$ cat src/rtl/uart_pkg.sv
// uart_pkg: definitions shared by the UART transmit arbiter and its picker.
//   - arb_state_e : arbiter FSM encoding (IDLE=0, START=1, WAIT=2, RELEASE=3)
//   - gid_width() : width of a requester index, never less than 1 bit
//   - DefaultDataW: default byte width, matching uart_tx data_in
package uart_pkg;

    typedef enum logic [1:0] {
        StIdle    = 2'd0,
        StStart   = 2'd1,
        StWait    = 2'd2,
        StRelease = 2'd3
    } arb_state_e;

    localparam int unsigned DefaultDataW = 8;

    function automatic int unsigned gid_width(input int unsigned n);
        return (n > 1) ? $clog2(n) : 1;
    endfunction

endpackage

$ cat src/rtl/rr_picker.sv
// rr_picker: combinational round-robin winner selection.
// Ports:
//   req_valid [N_REQ]  in  - pending requests
//   last      [GID_W]  in  - index granted most recently
//   any_valid          out - at least one request pending
//   winner    [GID_W]  out - first valid index searching from last+1 (mod N_REQ)
module rr_picker #(
    parameter int unsigned N_REQ = 4,
    parameter int unsigned GID_W = 2
) (
    input  logic [N_REQ-1:0] req_valid,
    input  logic [GID_W-1:0] last,
    output logic             any_valid,
    output logic [GID_W-1:0] winner
);

    always_comb begin
        any_valid = |req_valid;
        winner    = '0;
        // Walk from furthest to nearest so the nearest valid index after
        // last is the one left in winner.
        for (int i = N_REQ; i >= 1; i--) begin
            int unsigned idx;
            idx = (int'(last) + i) % N_REQ;
            if (req_valid[idx]) begin
                winner = GID_W'(idx);
            end
        end
    end

endmodule

$ cat src/rtl/uart_tx_arbiter.sv
// uart_tx_arbiter: shares one uart_tx between N_REQ byte producers.
// A byte is captured from the round-robin winner, launched with a one-cycle
// tx_start, and the grant is held until uart_tx signals tx_done (pulse or level).
// Ports:
//   clk, rst              - clock, asynchronous active-high reset
//   req_valid/req_data    - requester handshake; req_data flattened per requester
//   req_ack               - one-cycle one-hot capture acknowledge
//   tx_start/tx_data      - to uart_tx tx_start/data_in
//   tx_done               - from uart_tx
//   busy                  - high in START/WAIT/RELEASE
//   grant_id              - current or last granted requester
//   timeout_err           - one-cycle pulse on WAIT timeout
// Optional feature macro: UART_TX_ARB_TIMEOUT_EN enables the WAIT timeout
// counter; without it WAIT is unbounded and timeout_err is tied low.
module uart_tx_arbiter
    import uart_pkg::*;
#(
    parameter int unsigned N_REQ          = 4,
    parameter int unsigned DATA_W         = DefaultDataW,
    parameter int unsigned TIMEOUT_CYCLES = 65535,
    localparam int unsigned GID_W         = gid_width(N_REQ)
) (
    input  logic                    clk,
    input  logic                    rst,
    input  logic [N_REQ-1:0]        req_valid,
    input  logic [N_REQ*DATA_W-1:0] req_data,
    output logic [N_REQ-1:0]        req_ack,
    output logic                    tx_start,
    output logic [DATA_W-1:0]       tx_data,
    input  logic                    tx_done,
    output logic                    busy,
    output logic [GID_W-1:0]        grant_id,
    output logic                    timeout_err
);

    arb_state_e         state_q, state_d;
    logic [GID_W-1:0]   last_q, last_d;
    logic [GID_W-1:0]   grant_id_q, grant_id_d;
    logic [DATA_W-1:0]  tx_data_q, tx_data_d;
    logic [N_REQ-1:0]   req_ack_q, req_ack_d;
    logic               tx_start_q, tx_start_d;
    logic               busy_q, busy_d;
    logic               timeout_err_d;

    logic               any_valid;
    logic [GID_W-1:0]   winner;

    rr_picker #(
        .N_REQ (N_REQ),
        .GID_W (GID_W)
    ) u_picker (
        .req_valid (req_valid),
        .last      (last_q),
        .any_valid (any_valid),
        .winner    (winner)
    );

`ifdef UART_TX_ARB_TIMEOUT_EN
    localparam int unsigned CNT_W = (TIMEOUT_CYCLES < 1) ? 1 : $clog2(TIMEOUT_CYCLES + 1);

    logic [CNT_W-1:0] cnt_q, cnt_d;
    logic [CNT_W-1:0] cnt_inc;
    logic             timeout_err_q;
    logic             timeout_hit;

    assign cnt_inc     = cnt_q + 1'b1;
    assign timeout_hit = (cnt_inc == CNT_W'(TIMEOUT_CYCLES));

    // Counts only while waiting; START always leaves it at zero for WAIT entry.
    always_comb begin
        cnt_d = '0;
        if (state_q == StWait) begin
            cnt_d = cnt_inc;
        end
    end

    always_ff @(posedge clk or posedge rst) begin
        if (rst) begin
            cnt_q         <= '0;
            timeout_err_q <= 1'b0;
        end else begin
            cnt_q         <= cnt_d;
            timeout_err_q <= timeout_err_d;
        end
    end

    assign timeout_err = timeout_err_q;
`else
    logic timeout_hit;

    assign timeout_hit = 1'b0;
    assign timeout_err = 1'b0;
`endif

    always_comb begin
        state_d       = state_q;
        last_d        = last_q;
        grant_id_d    = grant_id_q;
        tx_data_d     = tx_data_q;
        req_ack_d     = '0;
        timeout_err_d = 1'b0;

        case (state_q)
            StIdle: begin
                if (any_valid) begin
                    tx_data_d         = req_data[int'(winner)*DATA_W +: DATA_W];
                    grant_id_d        = winner;
                    last_d            = winner;
                    req_ack_d[winner] = 1'b1;
                    state_d           = StStart;
                end
            end
            StStart: begin
                state_d = StWait;
            end
            StWait: begin
                if (tx_done) begin
                    state_d = StRelease;
                end else if (timeout_hit) begin
                    // Grant pointer was already advanced at capture, so the
                    // next requester still gets its turn after an abort.
                    timeout_err_d = 1'b1;
                    state_d       = StRelease;
                end
            end
            StRelease: begin
                // Wait for tx_done to drop so a level-style done cannot
                // retrigger a frame.
                if (!tx_done) begin
                    state_d = StIdle;
                end
            end
            default: begin
                state_d = StIdle;
            end
        endcase

        // Outputs are registered from the next state so they align with it.
        tx_start_d = (state_d == StStart);
        busy_d     = (state_d != StIdle);
    end

    always_ff @(posedge clk or posedge rst) begin
        if (rst) begin
            state_q    <= StIdle;
            last_q     <= GID_W'(N_REQ - 1);
            grant_id_q <= '0;
            tx_data_q  <= '0;
            req_ack_q  <= '0;
            tx_start_q <= 1'b0;
            busy_q     <= 1'b0;
        end else begin
            state_q    <= state_d;
            last_q     <= last_d;
            grant_id_q <= grant_id_d;
            tx_data_q  <= tx_data_d;
            req_ack_q  <= req_ack_d;
            tx_start_q <= tx_start_d;
            busy_q     <= busy_d;
        end
    end

    assign req_ack  = req_ack_q;
    assign tx_start = tx_start_q;
    assign tx_data  = tx_data_q;
    assign busy     = busy_q;
    assign grant_id = grant_id_q;

endmodule

$ cat config.mk
export PLATFORM = sky130hd
export DESIGN_NAME = uart_tx_arbiter
export DESIGN_NICKNAME = d
export VERILOG_FILES = /design/src/rtl/uart_pkg.sv /design/src/rtl/rr_picker.sv /design/src/rtl/uart_tx_arbiter.sv
export SDC_FILE = /design/constraint.sdc
export NUM_CORES = 1
export LEC_CHECK = 0
export BUFFER_PORTS_ARGS = -buffer_cell sky130_fd_sc_hd__buf_2
export CAP_MARGIN = 20
export CELL_PAD_IN_SITES_DETAIL_PLACEMENT = 0
export CELL_PAD_IN_SITES_GLOBAL_PLACEMENT = 1
export CORE_ASPECT_RATIO = 1.2
export CORE_UTILIZATION = 31
export DETAILED_ROUTE_END_ITERATION = 7
export PLACE_DENSITY_LB_ADDON = 0.1
export SYNTH_ARGS = -nofsm -noshare
export SYNTH_HDL_FRONTEND = slang
export SYNTH_SLANG_ARGS = --single-unit
$ cat constraint.sdc
create_clock -name clk -period 2.5 [get_ports clk]
set_clock_uncertainty 0.15 [all_clocks]
set_input_delay 0.25 -clock clk [delete_from_list [all_inputs] [get_ports clk]]
set_output_delay 0.25 -clock clk [all_outputs]
set_load 0.02 [all_outputs]
Word level (Yosys, flattened, before mapping). Cells that the tools add are included.

Logic and storage cells: 47. Flip-flop bits (word level): 20. Bits of input ports: 39.

Multiplexer cells: 20. Shift-type cells: 1. Equality and inequality tests: 4. Reductions and logical operators: 5. Add/subtract/negate cells: 4. Order comparisons: 6.

Operator list (count): 32-bit by 6-bit indexed part select with 8-bit output (1); 2-bit by 3-bit < comparator with 1-bit output, second input constant (5); 2-bit two-way mux (7); 1-bit binary-select mux with 2-bit select (4); 4-bit two-way mux (2); 2-bit one-hot mux with 4 select lines (1); 1-bit two-way mux (5); 2-bit by 1-bit adder with 2-bit output, second input constant (2); 2-bit adder, second input constant (2); 2-bit by 1-bit equality test with 1-bit output, second input constant (2); 2-bit equality test, second input constant (2); 4-bit OR reduction (1); 1-bit demux with 2-bit select (1); 2-bit by 1-bit greater-or-equal comparator with 1-bit output, second input constant (1); 2-bit logical NOT (1); 2-bit AND reduction (1); 2-bit nonzero test (1); 1-bit logical AND (1).

Depth between registers and ports, before layout.
Word-level depth: 13. Gate-level depth with buffers: 7.

Modules after synthesis. From an unflattened synthesis, not the netlist that was laid out.

Cell total of the unflattened synthesis: 75. Area total of the unflattened synthesis: 1093.5 µm².

By module, submodules not included: uart_tx_arbiter (sequential area each 503.0 µm², cells an instance 61, area each 1002.2 µm², times used 1); rr_picker (sequential area each 0.0 µm², cells an instance 14, area each 91.3 µm², times used 1).

Worst setup path after synthesis. Ideal clock, no wire load.

Path kind: register -> register. Start: register last_q[1]. End: register tx_data_q[5] (netlist: tx_data[5]). Path slack: 748 ps. Library setup time: 142 ps. Path buffers: 1. Data required time: 2208 ps. Stages on the path, launching flop included: 7. Data arrival time: 1460 ps. Path through: dfstp_2 > nand2b_1 > a21oi_1 > o221ai_2 > buf_8 > mux2i_1 > o221ai_1.

Longest elaborated chain between the ends: 8.

Ends and longest elaborated chain: from (decl) (line uart_tx_arbiter.sv:37) `logic [GID_W-1:0] last_q, last_d;`; from (signal assigned) (line uart_tx_arbiter.sv:146) `last_q <= GID_W'(N_REQ - 1);`; from (signal assigned) (line uart_tx_arbiter.sv:154) `last_q <= last_d;`; 2-bit by 1-bit adder with 2-bit output (line rr_picker.sv:24) `idx = (int'(last) + i) % N_REQ;`; 1-bit binary-select mux with 2-bit select (line rr_picker.sv:25) `if (req_valid[idx]) begin`; 1-bit two-way mux (not written as such) (line rr_picker.sv:25); 2-bit two-way mux (3 in a row) (line rr_picker.sv:25); 2-bit two-way mux * (line rr_picker.sv:25); 32-bit by 6-bit indexed part select with 8-bit output * (line uart_tx_arbiter.sv:106) `tx_data_d = req_data[int'(winner)*DATA_W +: DATA_W];`; to (signal assigned) (line uart_tx_arbiter.sv:156) `tx_data_q <= tx_data_d;`; to (decl) (line uart_tx_arbiter.sv:39) `logic [DATA_W-1:0] tx_data_q, tx_data_d;`.

Mark *: on every way between the ends. The rest lies on a longest branch, timed or not. The select of a mux whose other input is x is not followed. A chain may end at the register's enable or synchronous reset.

Final worst setup path.
Start: register last_q[1]. End: register tx_data_q[0] (netlist: tx_data[0]).

Same word-level chain as after synthesis.

==> metrics <==
status finished clean; Routed WL per cell about 12 µm; Avg Inst Size Synth ~10 µm²; CP Class reg2reg; Buf/Inv on CP 1; layout cells sized above 1 0.416; CP Launch Point last_q[1]; count of cell types in the netlist 22; CP peak stage delay a little over 0.6 ns; non-filler cells, final 190; Final ANT Viol Nets 0; overall global routing resource usage 0.154; Initial Util 0.328; DP Cell Count between 150 and 200; Peak Freq around 510 MHz; Reg clk slew, reported paths approximately 0.12 ns; Vias per Instance about 4.8; leakage approximately 0.75 nW; crit path DAT around 2 ns; Die Span X 54.2 µm; initial antenna violation count 0; final setup TNS 0 ns; largest net degree at the start of global routing 22; Longest Clk Path Bufs 2; 1st-pass router iterations 4; CP Capture Type register; vias ~900; sequential element share of the synthesized area 0.497; Crit-path slowest cell dfstp_2; Reg area 503 µm²; CTS tree built; vias in the first global route 911; setup bufs post-CTS 0; Detailed Route Iter0 Violations 16; setup repair after global routing missed its margin no; filler cell count between 300 and 400; area growth from synthesis to layout 33.1%; Worst slew margin 0.495; gr ovfl total 0; Die ar. 3500 µm²; PostCTS Resize Cnt 0; die height between 60 and 70 µm; Mapped Cells 98; Layout Nets between 150 and 200; CTS H-Tree Depth 1; final hold violations 0; Min Clock Period, post-route between 1.5 and 2 ns; Core ar. about 3000 µm²; Slew Limit Fails 0; I/O Pins 56; final worst path period share 0.778; # DRC 0; clock sinks 20; WL final 2360 µm; RR Startpoint last_q[1]; Max IR drop VDD approximately 0.42 mV; Num CTS Buffers 3; Crit path max-delay family flip-flops; first-pass GRT wire length between 3000 and 4000 µm; worst-path fanout max 21; startpoint type of the worst setup path register; HP Start tx_done; Final setup viols 0; Mapped Nets about 140; Root Driver clkbuf_4; port bufs 54; synthesized area 1010 µm²; DP HPWL ~1700 µm; yosys warns 0; gpl congestion approximately 0.73; worst hold path type in2reg; total of max-cap violations 0; Req. time, crit path approximately 2.5 ns; later-pin clock latency in the skew report about 0.30 ns; number of synthesized register bits 20; Worst-Margin Slew between 0.7 and 0.8 ns; diode count 0; footprint of the multi-input gates 457 µm²; crit-path cells nand2b_1, a21oi_1, o221ai_2, buf_4, mux2i_1, o221ai_1; Row Count 22; Cell Pwr Density 1040 nW/µm²
==> sequential cells by signal, indices dropped and copies added (netlist names) <==
name / cells
busy: 1
grant_id: 2
last_q: 2
req_ack: 4
state_q: 2
tx_data: 8
tx_start: 1
==> cell usage after synthesis (all sizes together) <==
master   n  area (µm²)
mux2i   17         170
buf      3        33.8
clkbuf   2        7.51
nand2   21        78.8
o221ai   9        85.1
a21oi    2        10.0
and3     2        12.5
dfrtp   18         450
or2      1        6.26
conb     1        3.75
inv      3        11.3
and2b    1        7.51
o211a    1        10.0
nor2    10        37.5
nand2b   1        6.26
or2b     1        7.51
o211ai   2        15.0
dfstp    2        52.6
a31oi    1        6.26
==> what timing repair did <==
action	4_1_cts	5_1_grt
hold endpoints to repair	18	0
endpoints found under the setup margin	0	0
hold buffers	1	0
==> report_power, final <==
part / switching (W) / total, W / leakage [nW] / internal [W]
Clock: 0.000101 / 0.000190 / 0.0210 / 0.0000888
Sequential: 0.0000699 / 0.000533 / 0.245 / 0.000463
Combinational: 0.000403 / 0.000672 / 0.486 / 0.000269
==> per-stage QoR <==
step / hold WS [ns] / utilization / total power, W / setup slack, ns / instance area, µm²
CTS: 0.0174 / 0.437 / 0.00142 / 0.523 / 1350
global placement: 0.267 / 0.422 / 0.00121 / 0.616 / 1300
finish: 0.0302 / 0.437 / 0.00139 / 0.554 / 1350
global route: 0.0127 / 0.437 / 0.00151 / 0.359 / 1350
detailed placement: 0.285 / 0.422 / 0.00122 / 0.545 / 1300
floorplan: 0.0623 / - / 0.00103 / 0.748 / 1010
==> logic make-up (layout without fill, tap and decap cells) <==
kind of cell / count (synthesis) / count (layout) / share of synthesized area
flops: 20 / 20 / 0.497
mux: 17 / 17 / 0.168
buf+inv: 8 / 64 / 0.0519
other cells: 1 / 1 / 0.00370
simple gates: 37 / 37 / 0.155
compound gates: 15 / 15 / 0.125
==> worst paths after layout <==
check                               to  slack (ns)  cells past startpoint
max                         tx_data[0]        0.55                      6
min                         state_q[0]        0.03                      3
max reg2reg                 tx_data[0]        0.55                      6
min reg2reg                grant_id[1]        0.34                      2
max in group asynchronous   tx_data[2]        1.26                      3
min in group asynchronous   state_q[0]        0.46                      3
==> routing by layer <==
layer | global-route usage | share of wire | vias up
li1 | - | - | 455
met1 | 0.179 | 0.42 | 411
met2 | 0.250 | 0.48 | 39
met3 | 0.0469 | 0.088 | 2
met4 | 0.0673 | 0.0072 | 0
met5 | 0 | 0 | -
==> area by class of cell <==
class                   instances  area share
clock buffers                   4      0.0269
inverters                       3     0.00836
multi-input cells              70       0.339
flip-flops and latches         20       0.373
well taps                      36      0.0334
repair buffers                 57       0.219
==> layout by cell type (no fill, tap or decap), types with 3 or more instances in the layout <==
cell      instances
inv_1             3
nand2_1          21
mux2i_1          17
o221ai_1          8
dfrtp_1          18
clkbuf_4          3
nor2_1           10
buf_2            54
==> worst reg2reg max path, stage by stage (launching register included) <==
cell      delay, ns
dfstp_2        0.61
nand2b_1       0.13
a21oi_1        0.07
o221ai_2       0.15
buf_4          0.33
mux2i_1        0.26
o221ai_1       0.12
Note: power is estimated with default switching activity, not from simulation.
